### src/rtl/neuron_pkg.sv
// Shared types and width/limit helpers for the neuron pre-activation sequencer.
package neuron_pkg;

  typedef enum logic [1:0] {IDLE, RUN, DRAIN, OUT} state_t;

  // Accumulator needs CW guard bits so K_MAX terms of N-bit products cannot overflow.
  function automatic int accWidth(input int n, input int cw);
    return n + cw;
  endfunction

  function automatic int satMax(input int n);
    return (1 << (n - 1)) - 1;
  endfunction

  function automatic int satMin(input int n);
    return -(1 << (n - 1));
  endfunction

endpackage

### src/rtl/neuron_mac_seq_sat_acc.sv
// Signed accumulator with load/add and a saturated N-bit view of its next value.
module sat_acc
  import neuron_pkg::*;
#(
  parameter int N  = 8,
  parameter int CW = 5
) (
  input  logic                clk,
  input  logic                rst,
  input  logic                load,
  input  logic                add,
  input  logic signed [N-1:0] loadVal,
  input  logic signed [N-1:0] addVal,
  output logic signed [N-1:0] satNext
);

  localparam int ACC_W = accWidth(N, CW);
  localparam logic signed [ACC_W-1:0] ACC_MAX = ACC_W'(satMax(N));
  localparam logic signed [ACC_W-1:0] ACC_MIN = ACC_W'(satMin(N));
  localparam logic signed [N-1:0]     Y_MAX   = N'(satMax(N));
  localparam logic signed [N-1:0]     Y_MIN   = N'(satMin(N));

  logic signed [ACC_W-1:0] acc;
  logic signed [ACC_W-1:0] accNext;

  // Saturation looks at the next value so the result can be captured on the
  // same edge that folds in the final term.
  always_comb begin
    accNext = acc;
    if (load) begin
      accNext = {{CW{loadVal[N-1]}}, loadVal};
    end else if (add) begin
      accNext = acc + {{CW{addVal[N-1]}}, addVal};
    end
    if (accNext > ACC_MAX) begin
      satNext = Y_MAX;
    end else if (accNext < ACC_MIN) begin
      satNext = Y_MIN;
    end else begin
      satNext = accNext[N-1:0];
    end
  end

  always_ff @(posedge clk) begin
    if (rst) begin
      acc <= '0;
    end else begin
      acc <= accNext;
    end
  end

endmodule

### src/rtl/neuron_mac_seq.sv
// Streams X/W pairs through a shared multiplier, accumulates onto a bias and
// returns a saturated result. Y is offered with Y_VALID and retires on the
// edge where Y_VALID and Y_READY are both high; Y/Y_VALID hold until then.
module neuron_mac_seq
  import neuron_pkg::*;
#(
  parameter int N     = 8,
  parameter int K_MAX = 16,
  parameter int CW    = 5
) (
  input  logic          CLK,
  input  logic          RST,
  input  logic          START,
  input  logic [CW-1:0] LEN,
  input  logic [N-1:0]  BIAS,
  output logic [CW-1:0] ADDR,
  input  logic [N-1:0]  X_DATA,
  input  logic [N-1:0]  W_DATA,
  output logic [N-1:0]  MPY_A,
  output logic [N-1:0]  MPY_B,
  input  logic [N-1:0]  MPY_P,
  output logic          BUSY,
  output logic [N-1:0]  Y,
  output logic          Y_VALID,
  input  logic          Y_READY,
  output state_t        dbgState
);

  state_t        state, nextState;
  logic [CW-1:0] idx, lastAddr, lenReg, lenClamped;
  logic          pipe;
  logic          accLoad;
  logic [N-1:0]  yReg;
  logic [N-1:0]  satNext;

  assign lenClamped = (LEN > CW'(K_MAX)) ? CW'(K_MAX) : LEN;

  always_comb begin
    nextState = state;
    accLoad   = 1'b0;
    case (state)
      IDLE: begin
        if (START) begin
          accLoad   = 1'b1;
          nextState = (LEN == '0) ? OUT : RUN;
        end
      end
      RUN:     if (idx == lenReg - CW'(1)) nextState = DRAIN;
      DRAIN:   nextState = OUT;
      OUT:     if (Y_READY) nextState = IDLE;
      default: nextState = IDLE;
    endcase
  end

  always_ff @(posedge CLK) begin
    if (RST) begin
      state    <= IDLE;
      idx      <= '0;
      lastAddr <= '0;
      lenReg   <= '0;
      pipe     <= 1'b0;
      yReg     <= '0;
    end else begin
      state <= nextState;
      pipe  <= (state == RUN);
      if (state == IDLE && START) begin
        idx    <= '0;
        lenReg <= lenClamped;
      end
      if (state == RUN) begin
        lastAddr <= idx;
        idx      <= idx + CW'(1);
      end
      if (nextState == OUT && state != OUT) yReg <= satNext;
    end
  end

  // Memory reads are issued combinationally in RUN; data lands while pipe is set.
  assign ADDR     = (state == RUN) ? idx : lastAddr;
  assign MPY_A    = pipe ? X_DATA : '0;
  assign MPY_B    = pipe ? W_DATA : '0;
  assign BUSY     = (state != IDLE);
  assign Y_VALID  = (state == OUT);
  assign Y        = yReg;
  assign dbgState = state;

  sat_acc #(.N(N), .CW(CW)) uAcc (
    .clk     (CLK),
    .rst     (RST),
    .load    (accLoad),
    .add     (pipe),
    .loadVal (BIAS),
    .addVal  (MPY_P),
    .satNext (satNext)
  );

endmodule

### config.mk
export PLATFORM = sky130hd
export DESIGN_NAME = neuron_mac_seq
export DESIGN_NICKNAME = d
export VERILOG_FILES = /design/src/rtl/neuron_pkg.sv /design/src/rtl/neuron_mac_seq_sat_acc.sv /design/src/rtl/neuron_mac_seq.sv
export SDC_FILE = /design/constraint.sdc
export NUM_CORES = 1
export LEC_CHECK = 0
export BUFFER_PORTS_ARGS = -buffer_cell sky130_fd_sc_hd__buf_2
export CAP_MARGIN = 40
export CELL_PAD_IN_SITES_DETAIL_PLACEMENT = 1
export CELL_PAD_IN_SITES_GLOBAL_PLACEMENT = 1
export CORE_MARGIN = 5
export CORE_UTILIZATION = 40
export DETAILED_ROUTE_END_ITERATION = 16
export HOLD_SLACK_MARGIN = 0.1
export PLACE_DENSITY = 0.87
export SLEW_MARGIN = 20
export SYNTH_ARGS = -nofsm -noshare
export SYNTH_HDL_FRONTEND = slang
export SYNTH_SLANG_ARGS = --single-unit
export TNS_END_PERCENT = 30
### constraint.sdc
create_clock -name CLK -period 7.6 [get_ports CLK]
set_input_delay 1.52 -clock CLK [delete_from_list [all_inputs] [get_ports CLK]]
set_output_delay 1.52 -clock CLK [all_outputs]
set_load 0.01 [all_outputs]
* After elaboration in Yosys (flattened, before gate mapping)
Index checks and enable logic that the tools add are counted.
** Storage, ports and cells
- Output and inout bits :: 33
- Memories :: 0
- Memory bits (writable) :: 0
- Logic and storage cells :: 42
- Bits in read-only memories :: 0
- Register bits :: 39
- Bits in latches :: 0
** Cells by class
- Order comparisons :: 3
- Reduce and logical (&&, ||, !) cells :: 6
- Equal/unequal tests :: 6
- Div/mod/pow operators :: 0
- $add $sub $neg :: 3
- Mux-type cells :: 17
- Shift operators :: 0
- Multipliers :: 0
- Bitwise gates (word level) :: 0
** Operators by type and width (count)
- $mux 8 :: 4
- $mux 13 :: 2
- $mux 5 :: 4
- $add 13x13->13 :: 1
- $gt 13x8->1 const B :: 1
- $lt 13x8->1 const B :: 1
- $mux 2 :: 4
- $pmux 2 s4 :: 1
- $eq 2x2->1 const B :: 3
- $add 5x1->5 const B :: 1
- $eq 5x5->1 :: 1
- $gt 5x5->1 const B :: 1
- $logic_not 5->1 :: 1
- $sub 5x1->5 const B :: 1
- $reduce_bool 2->1 :: 2
- $eq 2x1->1 const B :: 1
- $logic_and 1x1->1 :: 2
- $logic_not 2->1 :: 1
- $mux 1 :: 2
- $ne 2x2->1 const B :: 1

* Logic depth before layout (Yosys ltp)
- Word-level depth :: 6
- Gate-level depth with buffers :: 11
- Gate-level depth less buffers :: 11

* Hierarchy
Synthesis repeated with hierarchy kept, for this count alone.
** Second synthesis, totals
- Cells, all modules :: 313
- Area, all modules :: 2471.1 sq um
** Modules (own cells, without submodules)
- neuron_mac_seq :: cells each 165, area an instance 1298.7 sq um, seq. area each 520.5 sq um, times used 1
- sat_acc :: cells each 148, area an instance 1172.4 sq um, seq. area each 260.2 sq um, times used 1

* Worst setup path before layout
No wires, ideal clock.
- Path kind :: in2reg
- Start point :: input port MPY_P[0]
- End point :: register yReg[6], in the netlist Y[6]
- Arrival time :: 3720 ps
- Stages on the path :: 11
- Data required time :: 7462 ps
- Setup slack :: 3742 ps
- Path buffers :: 0
- Path through :: ha_1 > inv_1 > fa_1 > and2b_1 > o211ai_1 > a2111o_1 > o311ai_1 > mux2i_1 > nand2_1 > a31oi_2 > o32ai_1
** On the way
- Cells in the longest elaborated chain, start to end :: 6
- Elaborated cells on any way between the ends :: 7
- Classes of those cells :: add/sub: 1; order compare: 2; mux: 4
** RTL lines
- from (decl) :: line neuron_mac_seq.sv:21 : input logic [N-1:0] MPY_P,
- $add 13x13->13 * :: line neuron_mac_seq_sat_acc.sv:33 : accNext = acc + {{CW{addVal[N-1]}}, addVal};
- $mux 13 * :: line neuron_mac_seq_sat_acc.sv:32 : end else if (add) begin
- $mux 13 * :: line neuron_mac_seq_sat_acc.sv:30 : if (load) begin
- $lt 13x8->1 :: line neuron_mac_seq_sat_acc.sv:37 : end else if (accNext < ACC_MIN) begin
- $mux 8 :: line neuron_mac_seq_sat_acc.sv:37
- $mux 8 * :: line neuron_mac_seq_sat_acc.sv:35 : if (accNext > ACC_MAX) begin
- to (signal assigned) :: line neuron_mac_seq.sv:74 : if (nextState == OUT && state != OUT) yReg <= satNext;
- to (decl) :: line neuron_mac_seq.sv:33 : logic [N-1:0] yReg;
Mark *: on every way between the ends. The rest lies on a longest branch, timed or not.
A chain may end at the register's enable or synchronous reset.

* Final worst setup path
Ends and elaborated chain as after synthesis.

==> run metrics <==
RSZ-0062 raised after global routing false; Post-synth EDFFs 0; pin count of the biggest net entering global routing between 40 and 50; slew margin rel. 0.479; die span in x 89.5 um; CP required between 7 and 8 ns; Iter 0 DRT Violations 74; Clock transition at path regs around 0.08 ns; xor and xnor area share after synthesis 0.0450; DR DRC count 0; Pwr Density around 180 mW/mm2; Yosys top cell by area dfxtp_1; max-cap violations 0; row count 29; Syn Area/Cell approximately 7.9 um2; Hold/Removal Path Class reg -> reg; CP cell instances buf_2 -> ha_1 -> inv_1 -> fa_1 -> and2b_1 -> o211ai_1 -> a21oi_1 -> o311ai_1 -> mux2i_1 -> nand2_1 -> a31oi_2 -> o32ai_1; # clock sinks 39; Synth cell types between 50 and 60; Synth Flop Type dfxtp_1; multiplexer share of the synthesized area 0.0282; Worst Tran Pin Value 0.781 ns; Clock Skews about 0.0042 ns; Mapped Cells ~320; IO Count 74; vias in the first global route ~2500; Reg area 781 um2; CP Max Fanout 7; routed length on met1 between 3000 and 4000 um; outcome complete, no violations; post-cts sizing count 0; grt ovf 0; global-route wire length before repair 12200 um; slowest stage delay, CP between 0.4 and 0.5 ns; gpl congestion approximately 0.84; synth cell count leaders dfxtp_1, nor2_1, nand2_1; initial antenna violation count 0; Clock Path Buffers 2; FMAX about 240 MHz; Filler Cells Inserted 814; Setup CP Type in -> reg; Cells after DPL ~460; placed cell area about 0.0029 mm2; static leakage around 1.4 nW; #FFs+latches synth 39; vias per cell 5.46; via count about 2500; gr usage total 0.195; Post-Synth Simple-Gate Area 0.272; slowest CP cell o211ai_1; Logic pwr share 0.262; post-synth top area share 0.309; count of final hold-check violations 0; yosys warns 0; Setup Buffers After CTS 0; area grow syn2layout 21.1%; Sw Ratio 0.311; DP HPWL 5840 um; Synth Area in Adders 0.0772; Worst-Skew Late Latency roughly 0.29 ns; Critical Path Sink Type flop; synthesized area 0.00253 mm2; DR WL met3 approximately 270 um; Starting Density 0.405; CTS buffer count 5; hold buffers post-CTS 0; largest family of logic cells by synthesized area simple AND/OR/NAND/NOR gates; complex-gate fraction of the synthesized area 0.230; final period utilization 0.543; ANT cells 0; Net Count, Synth between 300 and 400; Die Height 89.5 um; clock share of power 0.334; Port Buffers 73; max-slew violation count 0; Post-Route WL between 7000 and 8000 um; Async S/R FF share, synth 0; multi-input logic area approximately 0.0016 mm2; layout cell share with drive strength beyond 1 0.251; crit path time final between 4 and 5 ns; worst vdd ir approximately 0.12 mV; P_sw about 0.17 mW; Final Non-Filler Cells 463; sequential power share 0.404; CTS tree built; Power Internal around 0.38 mW; Final setup viols 0; uppermost layer routed met4; synth top area cells dfxtp_1, ha_1, nor2_1; total negative slack 0 ns; die area approximately 0.008 mm2; Seq/Total Area, Yosys 0.309; Critical Path AT 4.27 ns; Critical Path Start Type input port; core footprint between 0.006 and 0.007 mm2; Antenna Nets Post-Route 0; Max H-tree Level 2; CTS root buffer clkbuf_8; WL/cell roughly 16 um; met2 wire length slightly above 4000 um; Pre-Repair DR Iteration Count 4; fin area slightly above 0.003 mm2; nets around 440
==> final timing paths <==
check,start,cells past startpoint,end,slack [ns]
hold / removal,lastAddr[2],2,lastAddr[2],0.48
hold reg to reg,lastAddr[2],2,lastAddr[2],0.48
setup / recovery,MPY_P[0],12,Y[6],3.47
setup reg to reg,uAcc.acc[0],11,Y[6],4.43
==> power by group through the flow <==
stage / registers [mW] / clock network, mW / logic [mW]
2_1_floorplan: 0.227 / 0 / 0.102
3_3_place_gp: 0.229 / 0 / 0.138
3_5_place_dp: 0.230 / 0 / 0.144
4_1_cts: 0.225 / 0.188 / 0.146
5_1_grt: 0.226 / 0.198 / 0.162
6_report: 0.225 / 0.186 / 0.146
==> flip-flops by register name (all words and copies together), names as in the netlist <==
register,cells
pipe,1
uAcc.acc,13
lenReg,5
lastAddr,5
idx,5
dbgState,2
Y,8
==> per-stage QoR <==
stage | worst slack [ns] | hold WS (ns) | total power [mW] | utilization
finish | 3.47 | 0.476 | 0.557 | 0.490
global route | 3.25 | 0.499 | 0.585 | 0.490
CTS | 3.50 | 0.478 | 0.559 | 0.490
detailed placement | 3.20 | 0.466 | 0.374 | 0.471
global placement | 3.42 | 0.454 | 0.368 | 0.471
floorplan | 3.74 | 0.444 | 0.330 | -
==> cells by family (layout without fill, tap and decap cells) <==
kind of cell	after synthesis	count (layout)
AO/OA/AOI/OAI	81	81
XOR/XNOR	13	13
adder cells (fa/ha/maj)	15	15
buffers and inverters	25	92
flip-flops	39	39
multiplexers	7	7
AND/OR/NAND/NOR	139	139
==> layout by cell type (no fill, tap or decap), types with 2 or more instances in the layout <==
master	count
o21a_1	2
o21ai_0	8
nand2_1	37
nand3b_1	5
inv_1	9
xnor2_1	8
buf_2	73
or2_1	2
o21ai_1	4
nand4_1	5
or3_1	6
o32ai_1	8
ha_1	14
xor2_1	5
nor2_1	39
a211oi_1	6
or2_2	3
o211ai_1	3
buf_4	2
clkbuf_8	6
mux2i_1	6
a221oi_1	2
nor2b_1	8
dfxtp_1	39
and2_1	19
nor3_1	5
a21o_1	4
nand3_1	3
a21oi_1	28
==> critical path: cells and delay by family <==
family	cells	cell delay [ns]
buffers and inverters	2	0.18
adder cells (fa/ha/maj)	2	0.41
multiplexers	1	0.31
AND/OR/NAND/NOR	2	0.33
AO/OA/AOI/OAI	5	1.51
==> final cells by class <==
cell class	instances	share of cell area
multi-input combinational	255	0.538
sequential	39	0.255
timing repair buffer	75	0.124
tap	77	0.0315
clock buffer	6	0.0270
clock inverter	2	0.0127
inverter	9	0.0110
==> layer usage <==
layer | vias to the layer above | global-route usage
li1 | 1266 | -
met1 | 1215 | 0.232
met2 | 40 | 0.367
met3 | 6 | 0.0350
met4 | 0 | 0.0365
met5 | - | 0
(Power assumes the default switching activity.)
